## src/rtl/exe_mem_skid_reg.sv

```systemverilog
// EXE->MEM pipeline register with valid/ready handshakes, a 2-entry skid buffer and synchronous flush.
// Optional stall counter port enabled by defining EXE_MEM_STALL_CNT_EN.
module exe_mem_skid_reg #(
   parameter int DATA_W = 32,
   parameter int REG_W  = 5
) (
   input  logic              clk,
   input  logic              reset,
   input  logic              flush,
   input  logic              in_valid,
   output logic              in_ready,
   input  logic              in_wb_en,
   input  logic              in_mem_r_en,
   input  logic              in_mem_w_en,
   input  logic [DATA_W-1:0] in_pc,
   input  logic [DATA_W-1:0] in_alu_res,
   input  logic [DATA_W-1:0] in_st_val,
   input  logic [REG_W-1:0]  in_dest,
   output logic              out_valid,
   input  logic              out_ready,
   output logic              out_wb_en,
   output logic              out_mem_r_en,
   output logic              out_mem_w_en,
   output logic [DATA_W-1:0] out_pc,
   output logic [DATA_W-1:0] out_alu_res,
   output logic [DATA_W-1:0] out_st_val,
   output logic [REG_W-1:0]  out_dest
`ifdef EXE_MEM_STALL_CNT_EN
   ,
   output logic [15:0]       stall_cnt
`endif
);

   typedef enum logic [1:0] {EMPTY = 2'd0, BUSY = 2'd1, FULL = 2'd2} state_t;

   typedef struct packed {
      logic              wb_en;
      logic              mem_r_en;
      logic              mem_w_en;
      logic [DATA_W-1:0] pc;
      logic [DATA_W-1:0] alu_res;
      logic [DATA_W-1:0] st_val;
      logic [REG_W-1:0]  dest;
   } entry_t;

   state_t state_q, state_d;
   entry_t main_q, main_d, skid_q, skid_d, in_e;
   logic   main_vld_q, skid_vld_q, in_ready_q;
   logic   in_fire, out_fire;

   assign in_e = '{wb_en: in_wb_en, mem_r_en: in_mem_r_en, mem_w_en: in_mem_w_en,
                   pc: in_pc, alu_res: in_alu_res, st_val: in_st_val, dest: in_dest};

   assign in_fire  = in_valid & in_ready_q;
   assign out_fire = main_vld_q & out_ready;

   always_comb begin
      state_d = state_q;
      main_d  = main_q;
      skid_d  = skid_q;
      if (flush) begin
         state_d = EMPTY;
      end else begin
         case (state_q)
            EMPTY: begin
               if (in_fire) begin
                  main_d  = in_e;
                  state_d = BUSY;
               end
            end
            BUSY: begin
               if (in_fire && out_fire) begin
                  main_d = in_e;
               end else if (in_fire) begin
                  skid_d  = in_e;
                  state_d = FULL;
               end else if (out_fire) begin
                  state_d = EMPTY;
               end
            end
            FULL: begin
               if (out_fire) begin
                  main_d  = skid_q;
                  state_d = BUSY;
               end
            end
            default: state_d = EMPTY;
         endcase
      end
   end

   // Valid bits and in_ready are registered from the next state so MEM back-pressure never reaches EXE combinationally.
   always_ff @(posedge clk or posedge reset) begin
      if (reset) begin
         state_q    <= EMPTY;
         main_q     <= '0;
         skid_q     <= '0;
         main_vld_q <= 1'b0;
         skid_vld_q <= 1'b0;
         in_ready_q <= 1'b1;
      end else begin
         state_q    <= state_d;
         main_q     <= main_d;
         skid_q     <= skid_d;
         main_vld_q <= (state_d != EMPTY);
         skid_vld_q <= (state_d == FULL);
         in_ready_q <= (state_d != FULL);
      end
   end

   assign in_ready     = in_ready_q;
   assign out_valid    = main_vld_q;
   assign out_wb_en    = main_q.wb_en & main_vld_q;
   assign out_mem_r_en = main_q.mem_r_en & main_vld_q;
   assign out_mem_w_en = main_q.mem_w_en & main_vld_q;
   assign out_pc       = main_q.pc;
   assign out_alu_res  = main_q.alu_res;
   assign out_st_val   = main_q.st_val;
   assign out_dest     = main_q.dest;

`ifdef EXE_MEM_STALL_CNT_EN
   logic [15:0] stall_cnt_q;

   // Saturating count of cycles MEM holds off a valid entry; flush deliberately leaves it alone.
   always_ff @(posedge clk or posedge reset) begin
      if (reset) begin
         stall_cnt_q <= '0;
      end else if (main_vld_q && !out_ready && stall_cnt_q != 16'hFFFF) begin
         stall_cnt_q <= stall_cnt_q + 16'd1;
      end
   end

   assign stall_cnt = stall_cnt_q;
`endif

endmodule

```

## config.mk

```make
export PLATFORM = sky130hd
export DESIGN_NAME = exe_mem_skid_reg
export DESIGN_NICKNAME = d
export VERILOG_FILES = /design/src/rtl/exe_mem_skid_reg.sv
export SDC_FILE = /design/constraint.sdc
export NUM_CORES = 1
export LEC_CHECK = 0
export CAP_MARGIN = 25
export CORE_AREA = 10 10 152 154
export CTS_BUF_LIST = sky130_fd_sc_hd__clkbuf_8
export DETAILED_ROUTE_END_ITERATION = 8
export DIE_AREA = 0 0 162 164
export GPL_ROUTABILITY_DRIVEN = 0
export PLACE_DENSITY_LB_ADDON = 0.3
export SYNTH_ARGS = -nofsm -noshare
export SYNTH_HDL_FRONTEND = slang
export SYNTH_SLANG_ARGS = --single-unit
```

## constraint.sdc

```tcl
create_clock -name clk -period 8.4 [get_ports clk]
set_input_delay 1.68 -clock clk [delete_from_list [all_inputs] [get_ports clk]]
set_output_delay 1.68 -clock clk [all_outputs]
set_load 0.01 [all_outputs]
```

==> impl_metrics.py <==
metrics = {
    "routing": {
        "routedWlPerCell_um": 19.4,
        "antenna_left": 0,
        "routed_wl_mm": 21.4,
        "dr.pass1.iters": 6,
        "vias": 5573,
        "drtIter0Drc": 145,
        "drc_errors": 0,
        "via_per_inst": 5.08,
    },
    "timing": {
        "worstMarginPinSlew_ps": 924,
        "fin_tns_setup_ps": 0,
        "fmax_ghz": 0.245,
        "slew_headroom_pct": 38.4,
        "min_period_ps": 4090,
        "setup_viol_count_final": 0,
        "fin_crit_sh_pct": 48.6,
        "report.final.slew_viol_count": 0,
        "rsz0062_at_grt": "false",
        "hold_violations": 0,
        "skew_ps": 9.73,
    },
    "logic_synthesis": {
        "synth_top_area_share_pct": 53.1,
        "syn_avg_cell_area_um2": 14.6,
        "syn_area_um2": 9940,
        "synth_edf_count": 0,
        "ys_seq_area_share_pct": 53.4,
        "synth_warnings": 0,
        "syn_inst": 679,
        "ys_types": 23,
        "synth-seq-cells": 212,
        "synth_top_area_cell": "dfrtp_1",
        "synth-main-ff-cell": "dfrtp_1",
        "synth_most_common_cell": "mux2_2",
        "synthTopCellsByArea": "dfrtp_1, mux2_2, buf_4",
        "async_flop_share_pct": 100,
        "synth_fp_nets": 788,
        "synthTopCellsByCount": "mux2_2, dfrtp_1, buf_4",
    },
    "floorplan": {
        "die_area_um2": 26600,
        "pin_count": 215,
        "die_h_um": 164,
        "start_util_pct": 49.6,
        "die_x_um": 162,
        "num_rows": 52,
        "core_um2": 20000,
    },
    "setup_path": {
        "critPathRequiredTime_ps": 8790,
        "worst_r2r_path_depth": 5,
        "cp_max_fo": 58,
        "rrSetupSlack_ps": 5510,
        "setup.worst_path.start_class": "input port",
        "cp-end-kind": "register",
        "worst_r2r_endpoint": "out_pc[18]$_DFFE_PP0P_",
        "r2r_start": "state_q[1]$_DFF_PP0_",
        "crit_type": "input port to register",
        "crit_arrival_ps": 4470,
    },
    "run": {
        "maxCapViolCount": 0,
    },
    "min_path": {
        "min_path_cells": 1,
        "holdPathEnd": "out_alu_res[10]$_DFFE_PP0P_",
        "hold_path_startpoint": "out_alu_res[10]$_DFFE_PP0P_",
        "worstHoldPathType": "register to register",
    },
    "pwr": {
        "ir_drop_mv": 0.155,
        "p_leak_nw": 5.19,
        "power_w": 0.00361,
        "p_per_area_nw_per_um2": 295,
    },
    "clock_network": {
        "cts_hold_buf": 0,
        "htreeDepth": 2,
        "cts_setup_buffers": 0,
        "post_cts_resized": 0,
        "clock-root-buffer": "clkbuf_8",
        "cts_tree": "yes",
        "clockBufferDepth": 3,
        "clkSinkCount": 212,
        "clkTransAtPathRegs_ps": 60,
        "cts_buffers": 36,
        "worstSkewPairLatency_ps": 500,
    },
    "cells_and_area": {
        "nets": 912,
        "syn2layout_area_growth_pct": 23.3,
        "drive_above_1_share_pct": 37.7,
        "diodes": 0,
    },
    "grt": {
        "grt_pass1_vias": 6412,
        "grt_pass1_wl_mm": 33.9,
        "grt_use_total_pct": 15.7,
        "overflow": 0,
        "antenna_found_initial": 0,
        "grt_max_degree": 136,
    },
    "placed_design": {
        "port_buffers": 214,
        "dp_hpwl_mm": 14.6,
    },
    "status": {
        "status": "finished, final reports clean",
    },
}
[power by group]
part | leakage, nW | switching (W) | internal, W
combinational | 2.23 | 0.000379 | 0.000693
clock | 0.418 | 0.000384 | 0.000479
sequential | 2.53 | 0.000224 | 0.00145
[stage by stage]
step,utilization (%),cell area [um2],std cells,setup slack (ps),hold slack [ps]
final,61.1,12200,1098,4310,485
after global routing,61.1,12200,1098,4210,504
after CTS,60.9,12200,1096,4350,491
after detailed placement,57.4,11500,1033,3800,478
after global placement,57.4,11500,1033,3860,470
after floorplan,-,9940,679,927,459
[cell families (layout without fill, tap and decap cells)]
family / after synthesis / count (layout) / synth area share, %
AOI/OAI and AO/OA: 7 / 7 / 0.705
xor gates and xnor gates: 1 / 1 / 0.0882
DFF: 212 / 212 / 53.4
buffers and inverters: 137 / 286 / 9.81
and+or+nand+nor: 10 / 10 / 0.630
muxes: 312 / 312 / 35.4
[worst max path at each step]
| stage | startpoint | to | slack [ps] | depth (start not counted) |
|---|---|---|---|---|
| finish | flush | out_pc[18]$_DFFE_PP0P_ | 4310 | 6 |
| global route | flush | out_st_val[31]$_DFFE_PP0P_ | 4210 | 6 |
| CTS | flush | out_alu_res[17]$_DFFE_PP0P_ | 4350 | 6 |
| detailed placement | flush | out_pc[10]$_DFFE_PP0P_ | 3800 | 6 |
| global placement | flush | out_pc[19]$_DFFE_PP0P_ | 3860 | 6 |
| floorplan | reset | main_q[101]$_DFFE_PP0P_ | 930 | 1 |
[sequential cells by signal (all words and copies together), names as in the netlist]
signal,count
out_pc,32
state_q,2
skid_q,104
out_valid,1
out_dest,5
in_ready,1
out_alu_res,32
main_q,3
out_st_val,32
[routing by layer]
metal	part of all wire, %	vias to the layer above	wire (um)	global-route usage [%]
li1	-	2535	-	-
met1	41	2816	8770	18.5
met2	47	191	10100	25.4
met3	9.8	31	2080	7.18
met4	1.7	0	359	4.43
met5	0	-	0	0
[layout make-up]
type	instances	area, um2
fillers	1571	7790
multi-input cells	330	3670
flip-flops and latches	212	5310
inverters	2	15.0
repair buffers	221	2230
well taps	270	338
clock buffers	45	619
clock inverters	18	68.8
[cell usage in the layout, fill, tap and decap left out, types with 2 or more instances in the layout]
cell type        synthesis  routed
clkbuf_8                 0      45
dfrtp_1                211     211
mux2_1                  60      60
a211oi_1                 2       2
and2_1                   3       3
mux2_2                 252     252
clkdlybuf4s50_1          0     214
buf_4                  102       5
inv_1                    2      18
[critical path, stage by stage]
cell,delay [ps]
clkdlybuf4s50_1,450
or2_1,300
o32ai_4,210
buf_4,560
buf_4,720
mux2_2,420
Note: power is estimated with default switching activity, not from simulation.
==> variant 1 (same flow settings) <==
Set the parameter `DATA_W` to 16 (it was 32).
--- a/src/rtl/exe_mem_skid_reg.sv
+++ b/src/rtl/exe_mem_skid_reg.sv
@@ -2,5 +2,5 @@
 // Optional stall counter port enabled by defining EXE_MEM_STALL_CNT_EN.
 module exe_mem_skid_reg #(
-   parameter int DATA_W = 32,
+   parameter int DATA_W = 16,
    parameter int REG_W  = 5
 ) (
Ports: changed (6 resized); port bits go from 215 to 119. The function was not compared with the original's and may differ.
==> variant 1 against the original RTL <==
First-iteration DRC count is the same. Utilization shrank 26 points. Highest routed layer unchanged. Critical endpoint is now main_q[55]. Sequential power shrank 48%. Sequential cell count shrank 96. Area after synthesis shrank 43%. Setup slack gained 0.47 ns. Power shrank 43%. Critical path depth is the same. Count of clock-buffer cells in the layout shrank 26. Cell area shrank 42%. Routed wire length shrank 39%. Combinational power shrank 47%.
==> variant 1: results <==
set metrics [dict create \
    status "finished clean" \
    largest_reg_flops 56 \
    cts_made_buffers 17 \
    postCtsResizedCells 0 \
    seq_area_frac_synth_pct 51.58 \
    leakagePower_nw 3.213 \
    placed_cell_area_um2 6669 \
    grt_util_all_layers_pct 10.15 \
    fin_skew_ns 0.009314 \
    wl_per_cell_um 15.53 \
    grt_pass1_vias 3875 \
    p_switching_uw 547.5 \
    num-nets-final 621 \
    synthTopCellsByCount "nand2_1 (172), dfrtp_1 (115), mux2_2 (72)" \
    synth_xor_area_share_pct 0 \
    post-dp-hpwl_mm 8.463 \
    vdd_ir_drop_max_mv 0.08985 \
    worstPathMaxFanout 56 \
    fill_cells 1992 \
    grt_max_degree 63 \
    synth_compound_area_share_pct 0.8667 \
    final_layout_size_suffix_gt1_share_pct 27.23 \
    slowest_delay_ns 0.74 \
    dr.pass1.iters 4 \
    cts_buffer_depth 2 \
    setup_viol 0 \
    syn_nets 555 \
    htree_levels 4 \
    critPathArrivalTime_ns 3.93 \
    synthMuxAreaShare_pct 25.07 \
    synth_area_leaders "dfrtp_1 (51%), mux2_2 (14%), nand2_1 (11%), mux2_4 (11%), buf_4 (7.6%)" \
    cp_top_family "buffers and inverters" \
]
## variant 1: power by group through the flow
stage	clock (mW)	combinational [mW]	sequential, mW
global route	0.659	0.619	0.896
detailed placement	0	0.583	0.881
finish	0.608	0.570	0.872
global placement	0	0.569	0.873
floorplan	0	0.449	0.844
CTS	0.632	0.585	0.873
## variant 1: cells by family (layout without fill, tap and decap cells)
| logic type | Yosys count | count (layout) |
|---|---|---|
| flops | 116 | 116 |
| buf+inv | 79 | 158 |
| compound gates | 6 | 6 |
| simple gates | 181 | 181 |
| mux | 112 | 112 |
## variant 1: path summary, 6_finish.rpt
path / startpoint / to / slack (ns) / cells past startpoint
setup / recovery: in_valid / main_q[55] / 4.78 / 6
hold / removal: main_q[55] / main_q[55] / 0.51 / 1
setup reg to reg: in_ready / main_q[55] / 5.95 / 5
hold reg to reg: main_q[55] / main_q[55] / 0.51 / 1
max in group asynchronous: reset / skid_q[40] / 5.44 / 3
min in group asynchronous: reset / skid_q[39] / 1.71 / 2
## variant 1: worst register-to-register path, cell delays in order (launching register included)
cell and delay [ns]:
dfstp_2 0.55, and3b_1 0.22, o21bai_2 0.12, a21oi_4 0.14, buf_4 0.74, mux2_2 0.56
## variant 1: cell type report
cell class | instances | area, um^2 | share of cell area [%]
clock inverter | 13 | 203.9 | 2.859
multi-input combinational | 299 | 2191 | 30.71
tap | 270 | 337.8 | 4.735
sequential | 116 | 2904 | 40.71
clock buffer | 19 | 261.5 | 3.665
inverter | 2 | 10.01 | 0.1403
timing repair buffer | 124 | 1226 | 17.19
## variant 1: per-layer routing
layer / GRT usage [%] / routed length, um / vias to the layer above
li1: - / - / 1690
met1: 11.86 / 5797 / 1784
met2: 16.55 / 6416 / 85
met3: 3.730 / 663 / 14
met4: 4.218 / 216 / 0
met5: 0 / 0 / -
## variant 1: stage by stage
step,std cells,hold WS (ns),worst slack [ns]
after floorplan,494,0.4727,3.649
after detailed placement,811,0.4946,4.370
after CTS,843,0.5090,4.850
final,843,0.5054,4.781
after global routing,843,0.5135,4.719
after global placement,811,0.4836,4.411
==> variant 2 (same flow settings) <==
Without the edit above. The option `EXE_MEM_STALL_CNT_EN` is turned on by a define.
--- a/src/rtl/exe_mem_skid_reg.sv
+++ b/src/rtl/exe_mem_skid_reg.sv
@@ -1,4 +1,6 @@
 // EXE->MEM pipeline register with valid/ready handshakes, a 2-entry skid buffer and synchronous flush.
 // Optional stall counter port enabled by defining EXE_MEM_STALL_CNT_EN.
+`define EXE_MEM_STALL_CNT_EN
+
 module exe_mem_skid_reg #(
    parameter int DATA_W = 32,
New outputs: stall_cnt. Check against the original RTL: not settled (the Yosys comparison gave no result); the edit may change what the design does.
==> variant 2 against the original RTL <==
Setup slack better by 0.048 ns. Area after synthesis grew 11%. Routed wire length grew 13%. Power is 9.3% higher. Cell area rose by 10%. Combinational power grew 13%. Sequential cell count rose by 16. Utilization rose by 6.3 points. Critical path type unchanged. Largest power group unchanged.
==> variant 2: results <==
set metrics [dict create \
    drtIter0Drc 202 \
    pre_cts_ws_ns 3.534 \
    use_met3_pct 6.633 \
    worst_slew_pin_slew_ns 0.9132 \
    leakagePower_nw 5.785 \
    status "finished clean" \
    slowest_stage "clkdlybuf4s50_1" \
    grt_max_degree 148 \
    synth.distinct_cells 41 \
    met1_usage_pct 20.92 \
    seq_area_frac_synth_pct 51.78 \
    post-dp-hpwl_mm 16.60 \
    grt_pass1_wl_mm 38.12 \
    io_buffers 230 \
    endpoint "out_pc[16]" \
    fin_skew_ns 0.01142 \
    wl_per_cell_um 20.24 \
    rrSetupSlack_ns 5.31 \
    worstPathMaxFanout 52 \
    hp-start "skid_q[50]" \
    finalCritPeriodShare_pct 48.08 \
    min_to "skid_q[50]" \
    worstSkewPairLatency_ns 0.52 \
    grt_util_met2_pct 29.50 \
    synthTopCellsByCount "mux2_2 (261), dfrtp_1 (227), buf_4 (111)" \
    final_layout_size_suffix_gt1_share_pct 40.97 \
]
## variant 2: cell count changes after synthesis, moves of 8 or more
| cell | unedited run | this run |
|---|---|---|
| mux2_1 | 60 | 4 |
| mux2_4 | 0 | 50 |
| dfrtp_1 | 211 | 227 |
| buf_2 | 26 | 12 |
| buf_4 | 102 | 111 |
| mux2_2 | 252 | 261 |
| nand2_1 | 2 | 11 |
| xor2_1 | 1 | 9 |
## variant 2: metal layers
layer  wire length (um)  vias up
met5                  0        -
li1                   -     2851
met2              11840      205
met3               1946       43
met1               9890     3233
met4                531        0
## variant 2: layout make-up
type / count / area [um^2]
antenna: 1 / 2.502
clock buffer: 50 / 688.2
clock inverter: 15 / 57.56
fill: 1486 / 6538
inverter: 3 / 18.77
multi-input combinational: 390 / 4260
sequential: 228 / 5707
tap: 270 / 337.8
timing repair buffer: 239 / 2430
## variant 2: cell families (layout without fill, tap and decap cells)
kind of cell | count (synthesis) | after routing | synth area share, %
fa+ha+maj | 1 | 1 | 0.1135
buf+inv | 139 | 307 | 9.638
xor+xnor | 12 | 12 | 0.9537
mux | 315 | 315 | 33.89
other cells | 0 | 1 | 0
flops | 228 | 228 | 51.78
simple gates | 45 | 45 | 2.543
compound gates | 17 | 17 | 1.090
## variant 2: per-stage QoR
step                      area (um^2)  hold slack [ns]  total power, mW  cells
after global routing            13500           0.5109            4.172   1196
after CTS                       13420           0.5062            4.002   1192
after global placement          12670           0.4763            2.951   1127
final                           13500           0.5026            3.947   1196
after floorplan                 11020           0.4594            2.638    757
after detailed placement        12670           0.4923            3.027   1127
## variant 2: power breakdown
part,switching (mW),internal (mW)
logic,0.415,0.797
registers,0.258,1.53
clock network,0.420,0.528
total,1.09,2.85
